--- config.mk ---
export PLATFORM = sky130hd
export DESIGN_NAME = edge_binarize_pack
export DESIGN_NICKNAME = d
export VERILOG_FILES = /design/src/rtl/edge_binarize_pack.sv
export SDC_FILE = /design/constraint.sdc
export NUM_CORES = 1
export LEC_CHECK = 0
export CORE_MARGIN = 10
export CORE_UTILIZATION = 40
export DETAILED_ROUTE_END_ITERATION = 7
export PLACE_DENSITY = 0.66
export SYNTH_ARGS = -nofsm -noshare
export SYNTH_HDL_FRONTEND = slang
export SYNTH_SLANG_ARGS = --single-unit
export TNS_END_PERCENT = 50
--- constraint.sdc ---
create_clock -name clk -period 8.6 [get_ports clk]
set_clock_uncertainty 0.2 [all_clocks]
set_input_delay 1.72 -clock clk [delete_from_list [all_inputs] [get_ports clk]]
set_output_delay 1.72 -clock clk [all_outputs]
set_load 0.02 [all_outputs]
--- src/rtl/edge_binarize_pack.sv ---
// Thresholds Sobel magnitudes to edge flags and packs them LSB-first into words.
// Optional EDGE_PACK_STATS_EN adds a per-frame edge_count output.
module edge_binarize_pack #(
  parameter int DATA_WIDTH   = 8,
  parameter int IMAGE_WIDTH  = 720,
  parameter int IMAGE_HEIGHT = 540,
  parameter int PACK_WIDTH   = 8
) (
  input  logic                  clk,
  input  logic                  rst,
  input  logic [DATA_WIDTH-1:0] threshold,
  input  logic                  input_empty,
  input  logic [DATA_WIDTH-1:0] edge_in,
  output logic                  read_fifo,
  input  logic                  output_full,
  output logic                  write_fifo,
  output logic [PACK_WIDTH-1:0] packed_out,
  output logic                  frame_done
`ifdef EDGE_PACK_STATS_EN
  ,
  output logic [$clog2(IMAGE_WIDTH*IMAGE_HEIGHT+1)-1:0] edge_count
`endif
);

  localparam int CW = (IMAGE_WIDTH > 1) ? $clog2(IMAGE_WIDTH) : 1;
  localparam int RW = (IMAGE_HEIGHT > 1) ? $clog2(IMAGE_HEIGHT) : 1;
  localparam int PW = $clog2(PACK_WIDTH);
  localparam logic [CW-1:0] COL_MAX = CW'(IMAGE_WIDTH - 1);
  localparam logic [RW-1:0] ROW_MAX = RW'(IMAGE_HEIGHT - 1);
  localparam logic [PW-1:0] BIT_MAX = PW'(PACK_WIDTH - 1);

  typedef enum logic [1:0] {
    S_READ,
    S_SAMPLE,
    S_WRITE
  } state_t;

  state_t                  state;
  logic [CW-1:0]           col;
  logic [RW-1:0]           row;
  logic [PW-1:0]           bit_idx;
  logic [PACK_WIDTH-1:0]   pack;
  logic [DATA_WIDTH-1:0]   thr_q;
  logic [DATA_WIDTH-1:0]   thr_use;
  logic                    last_word;
  logic                    first_px;
  logic                    flag;
  logic                    col_end;
  logic                    row_end;

  assign first_px = (col == '0) && (row == '0);
  // First pixel of a frame compares against the live threshold
  assign thr_use  = first_px ? threshold : thr_q;
  assign flag     = edge_in >= thr_use;
  assign col_end  = col == COL_MAX;
  assign row_end  = row == ROW_MAX;

  assign read_fifo  = !rst && (state == S_READ) && !input_empty;
  assign write_fifo = !rst && (state == S_WRITE) && !output_full;
  assign packed_out = pack;
  assign frame_done = write_fifo && last_word;

  always_ff @(posedge clk) begin
    if (rst) begin
      state     <= S_READ;
      col       <= '0;
      row       <= '0;
      bit_idx   <= '0;
      pack      <= '0;
      thr_q     <= '0;
      last_word <= 1'b0;
    end else begin
      unique case (state)
        S_READ: begin
          if (!input_empty) state <= S_SAMPLE;
        end
        S_SAMPLE: begin
          if (first_px) thr_q <= threshold;
          pack[bit_idx] <= flag;
          last_word     <= col_end && row_end;
          if (bit_idx == BIT_MAX || col_end) state <= S_WRITE;
          else state <= S_READ;
          // A word never spans rows, so the bit index restarts with the row
          bit_idx <= col_end ? '0 : bit_idx + PW'(1);
          if (col_end) begin
            col <= '0;
            row <= row_end ? '0 : row + RW'(1);
          end else begin
            col <= col + CW'(1);
          end
        end
        S_WRITE: begin
          if (!output_full) begin
            pack  <= '0;
            state <= S_READ;
          end
        end
        default: state <= S_READ;
      endcase
    end
  end

`ifdef EDGE_PACK_STATS_EN
  localparam int SW = $clog2(IMAGE_WIDTH*IMAGE_HEIGHT+1);
  logic [SW-1:0] edge_cnt;

  always_ff @(posedge clk) begin
    if (rst) begin
      edge_cnt   <= '0;
      edge_count <= '0;
    end else begin
      if (state == S_SAMPLE) begin
        if (first_px) edge_cnt <= SW'(flag);
        else edge_cnt <= edge_cnt + SW'(flag);
      end
      // Last sample already folded in by the time the final word is written
      if (frame_done) edge_count <= edge_cnt;
    end
  end
`endif

endmodule

==> metrics.md <==
| Metric | Value |
|---|---|
| Worst slack, placed | `~3.0 ns` |
| Vias in the first global route | `~1900` |
| Global route overflow | `0` |
| CP required | `6.68 ns` |
| Crit path time final | `roughly 5.6 ns` |
| Max Cap Viol | `0` |
| Post-synthesis sequential area ratio | `36.7%` |
| Most common cell after layout, fill and taps aside | `dfxtp_1` |
| Hold Path Stages | `2` |
| Die Y | `about 96 um` |
| Crit path cell chain | `clkdlybuf4s50_1 > or3b_2 > nor2_1 > and2_1 > clkdlybuf4s50_1` |
| Most frequent cells in the layout | `42 x dfxtp_1, 30 x clkdlybuf4s50_1, 26 x a21oi_1` |
| Synth area leaders | `dfxtp_1 37%, ha_1 7.7%, a21oi_1 5.7%` |
| Syn nets | `between 300 and 400` |
| Die area | `~9200 um^2` |
| Peak Freq | `approximately 0.18 GHz` |
| Final Hold Viols | `0` |
| Row count | `27` |
| Peak supply drop | `0.0723 mV` |
| Prevailing post-synth register cell | `dfxtp_1` |
| Clk_lat worst skew | `0.29 ns` |
| Initial core utilization | `between 40% and 50%` |
| Layout area overhead | `16.9%` |
| Tot Pwr | `around 0.00037 W` |
| Inserted Diodes | `0` |
| Global placer's final weighted congestion | `~0.75` |
| Worst endpoint data arrival time | `about 3.7 ns` |
| Fin nets | `around 320` |
| Actual slew at the worst max-slew pin | `between 1 and 1.5 ns` |
| Share of cells above drive strength 1 | `4.84%` |
| Min-delay src | `thr_q[7]` |
| I/O Pins | `31` |
| Max FO, Critical Path | `10` |
| Synthesized cell area | `about 2300 um^2` |
| Routed WL per cell | `approximately 14 um` |
| Total length of routed wires | `approximately 5100 um` |
| Syn Inst Count | `between 200 and 300` |
| Yosys reg bits | `42` |
| Critical Path Sink Type | `primary output` |
| DRT iter0 DRCs | `118` |
| Largest net degree at the start of global routing | `20` |
| Reg2Reg Depth | `9` |
| Die width | `95.7 um` |
| Gates resized, CTS repair | `0` |
| Vias | `roughly 1900` |
| Family with the most delay on the worst path | `buffers and inverters` |
| CTS tree | `done` |
| Setup TNS Final | `0 ns` |
| Cell mode on critical path | `clkdlybuf4s50_1` |
| First-pass GRT wire length | `~8700 um` |
| Residual DRC count | `0` |
| Count of different cell masters after synthesis | `44` |
| Yosys top cell area share | `a little under two fifths` |
| Post-DRT Antenna Nets | `0` |
| Pleak | `between 0.9 and 1 nW` |
| Antenna violations before repair | `0` |
| Fin Hold WS | `0.274 ns` |
| DRT Pass-1 Iters | `4` |
| Reg2Reg Setup Slack | `between 5 and 6 ns` |
| Setup bufs post-CTS | `0` |
| Reg clk slew, reported paths | `0.07 ns` |
| RSZ-0062 raised after global routing | `no` |
| IO Port Bufs | `30` |
| R2R Path Start | `col[2]` |
| Yosys Warn Count | `0` |
| Post-route clock period utilization | `roughly two thirds` |
| Hold EP | `thr_q[7]` |
| Crit start category | `input pin` |
| Total GRT Usage | `roughly an eighth` |
| Max Root-Sink Buffers | `2` |
| Mean post-synth cell area | `8.58 um^2` |
| Final setup margin | `around 3 ns` |
| Post-synth EDFFs | `0` |
| Clock buffer count from CTS | `5` |
| CTS sink count | `42` |
| Worst r2r dst | `packed_out[4]` |
| Setup CP Type | `in -> out` |
| WP buf/inv | `2` |
| H-tree levels | `2` |
| Core area | `~5500 um^2` |
| Slew Viols, Final | `0` |
| HP Class | `reg -> reg` |
| Cts hold-fix bufs | `0` |
| Crit-path max cell delay | `roughly 0.60 ns` |
| Outcome | `finished clean` |
| Post-synth top area cell | `dfxtp_1` |
| Setup Viol. Count Final | `0` |
| Slew HR | `between 30% and 40%` |
| Clock root cell | `clkbuf_8` |
| CP max-delay cell | `clkdlybuf4s50_1` |
| Number of vias per cell | `approximately 5.4` |
| Ys async rst share | `0%` |
| DPL Wire Length | `~3800 um` |
| PwrDens | `137 nW/um^2` |
-- routing by layer --
metal	up-vias	global-route usage [%]	part of all wire (%)
met3	5	3.22	5.7
met1	898	14.1	49
met2	31	19.5	45
li1	1015	-	-
met4	0	4.05	0.76
met5	-	0	0
-- synth_stat cells, types with 2 or more instances --
master / n
inv_1: 10
xnor2_1: 8
o211a_1: 2
buf_6: 2
nand3_1: 5
nor2_1: 22
and3_1: 3
or4_1: 3
clkbuf_1: 9
nand2b_1: 3
nor4_4: 2
o21ai_0: 11
dfxtp_1: 42
o21ai_1: 8
buf_2: 2
nand4_1: 13
nor4_1: 8
or3b_2: 2
ha_1: 14
a211oi_1: 9
a21oi_1: 26
or3_1: 2
xor2_1: 4
nor2b_1: 2
nand2_1: 20
nand3b_1: 3
mux2i_1: 10
nor3_1: 6
-- metrics by stage --
step	utilization, %	instance area (um^2)	instances
floorplan	-	2290	267
global placement	47.0	2600	354
detailed placement	47.0	2600	354
CTS	48.3	2680	361
global route	48.3	2680	361
finish	48.3	2680	361
-- sequential cells by signal, indices dropped and copies added (netlist names) --
| register | count |
|---|---|
| row | 10 |
| col | 10 |
| packed_out | 8 |
| last_word | 1 |
| bit_idx | 3 |
| state | 2 |
| thr_q | 8 |
-- final cells by class --
| cell class | instances | area [um^2] |
|---|---|---|
| Timing Repair Buffer | 30 | 300 |
| Tap cell | 72 | 90.1 |
| Fill cell | 562 | 2860 |
| Sequential cell | 42 | 841 |
| Multi-Input combinational cell | 200 | 1330 |
| Inverter | 10 | 37.5 |
| Clock buffer | 7 | 76.3 |
-- power by group --
group | internal, W | total, W | switching (W) | leakage, nW
logic | 0.0000217 | 0.0000466 | 0.0000249 | 0.554
registers | 0.000198 | 0.000201 | 0.00000291 | 0.340
clock network | 0.0000559 | 0.000119 | 0.0000635 | 0.0383
-- worst max-delay path by stage --
stage | start | endpoint | slack, ns | cells past startpoint
2_1_floorplan | output_full | frame_done | 3.71 | 4
3_3_place_gp | output_full | frame_done | 3.01 | 5
3_5_place_dp | output_full | frame_done | 3.00 | 5
4_1_cts | output_full | frame_done | 3.00 | 5
5_1_grt | output_full | frame_done | 2.93 | 5
6_report | output_full | frame_done | 2.99 | 5
-- worst reg2reg max path, stage by stage (launching register included) --
cell	delay (ns)
dfxtp_1	0.39
or4_4	0.58
nor3_4	0.43
nand2_4	0.19
mux2_1	0.37
ha_1	0.28
nor2b_1	0.10
o21ai_0	0.10
a21oi_1	0.55
a21oi_1	0.15
-- cell families after synthesis --
kind of cell    count (synthesis)  synth area share, %
fa+ha+maj                      14                 7.65
compound gates                 60                 15.1
xor+xnor                       12                 4.59
simple gates                  103                 26.0
flops                          42                 36.7
buf+inv                        25                 5.08
mux                            11                 4.86
Power figures use the tool's default switching activity.
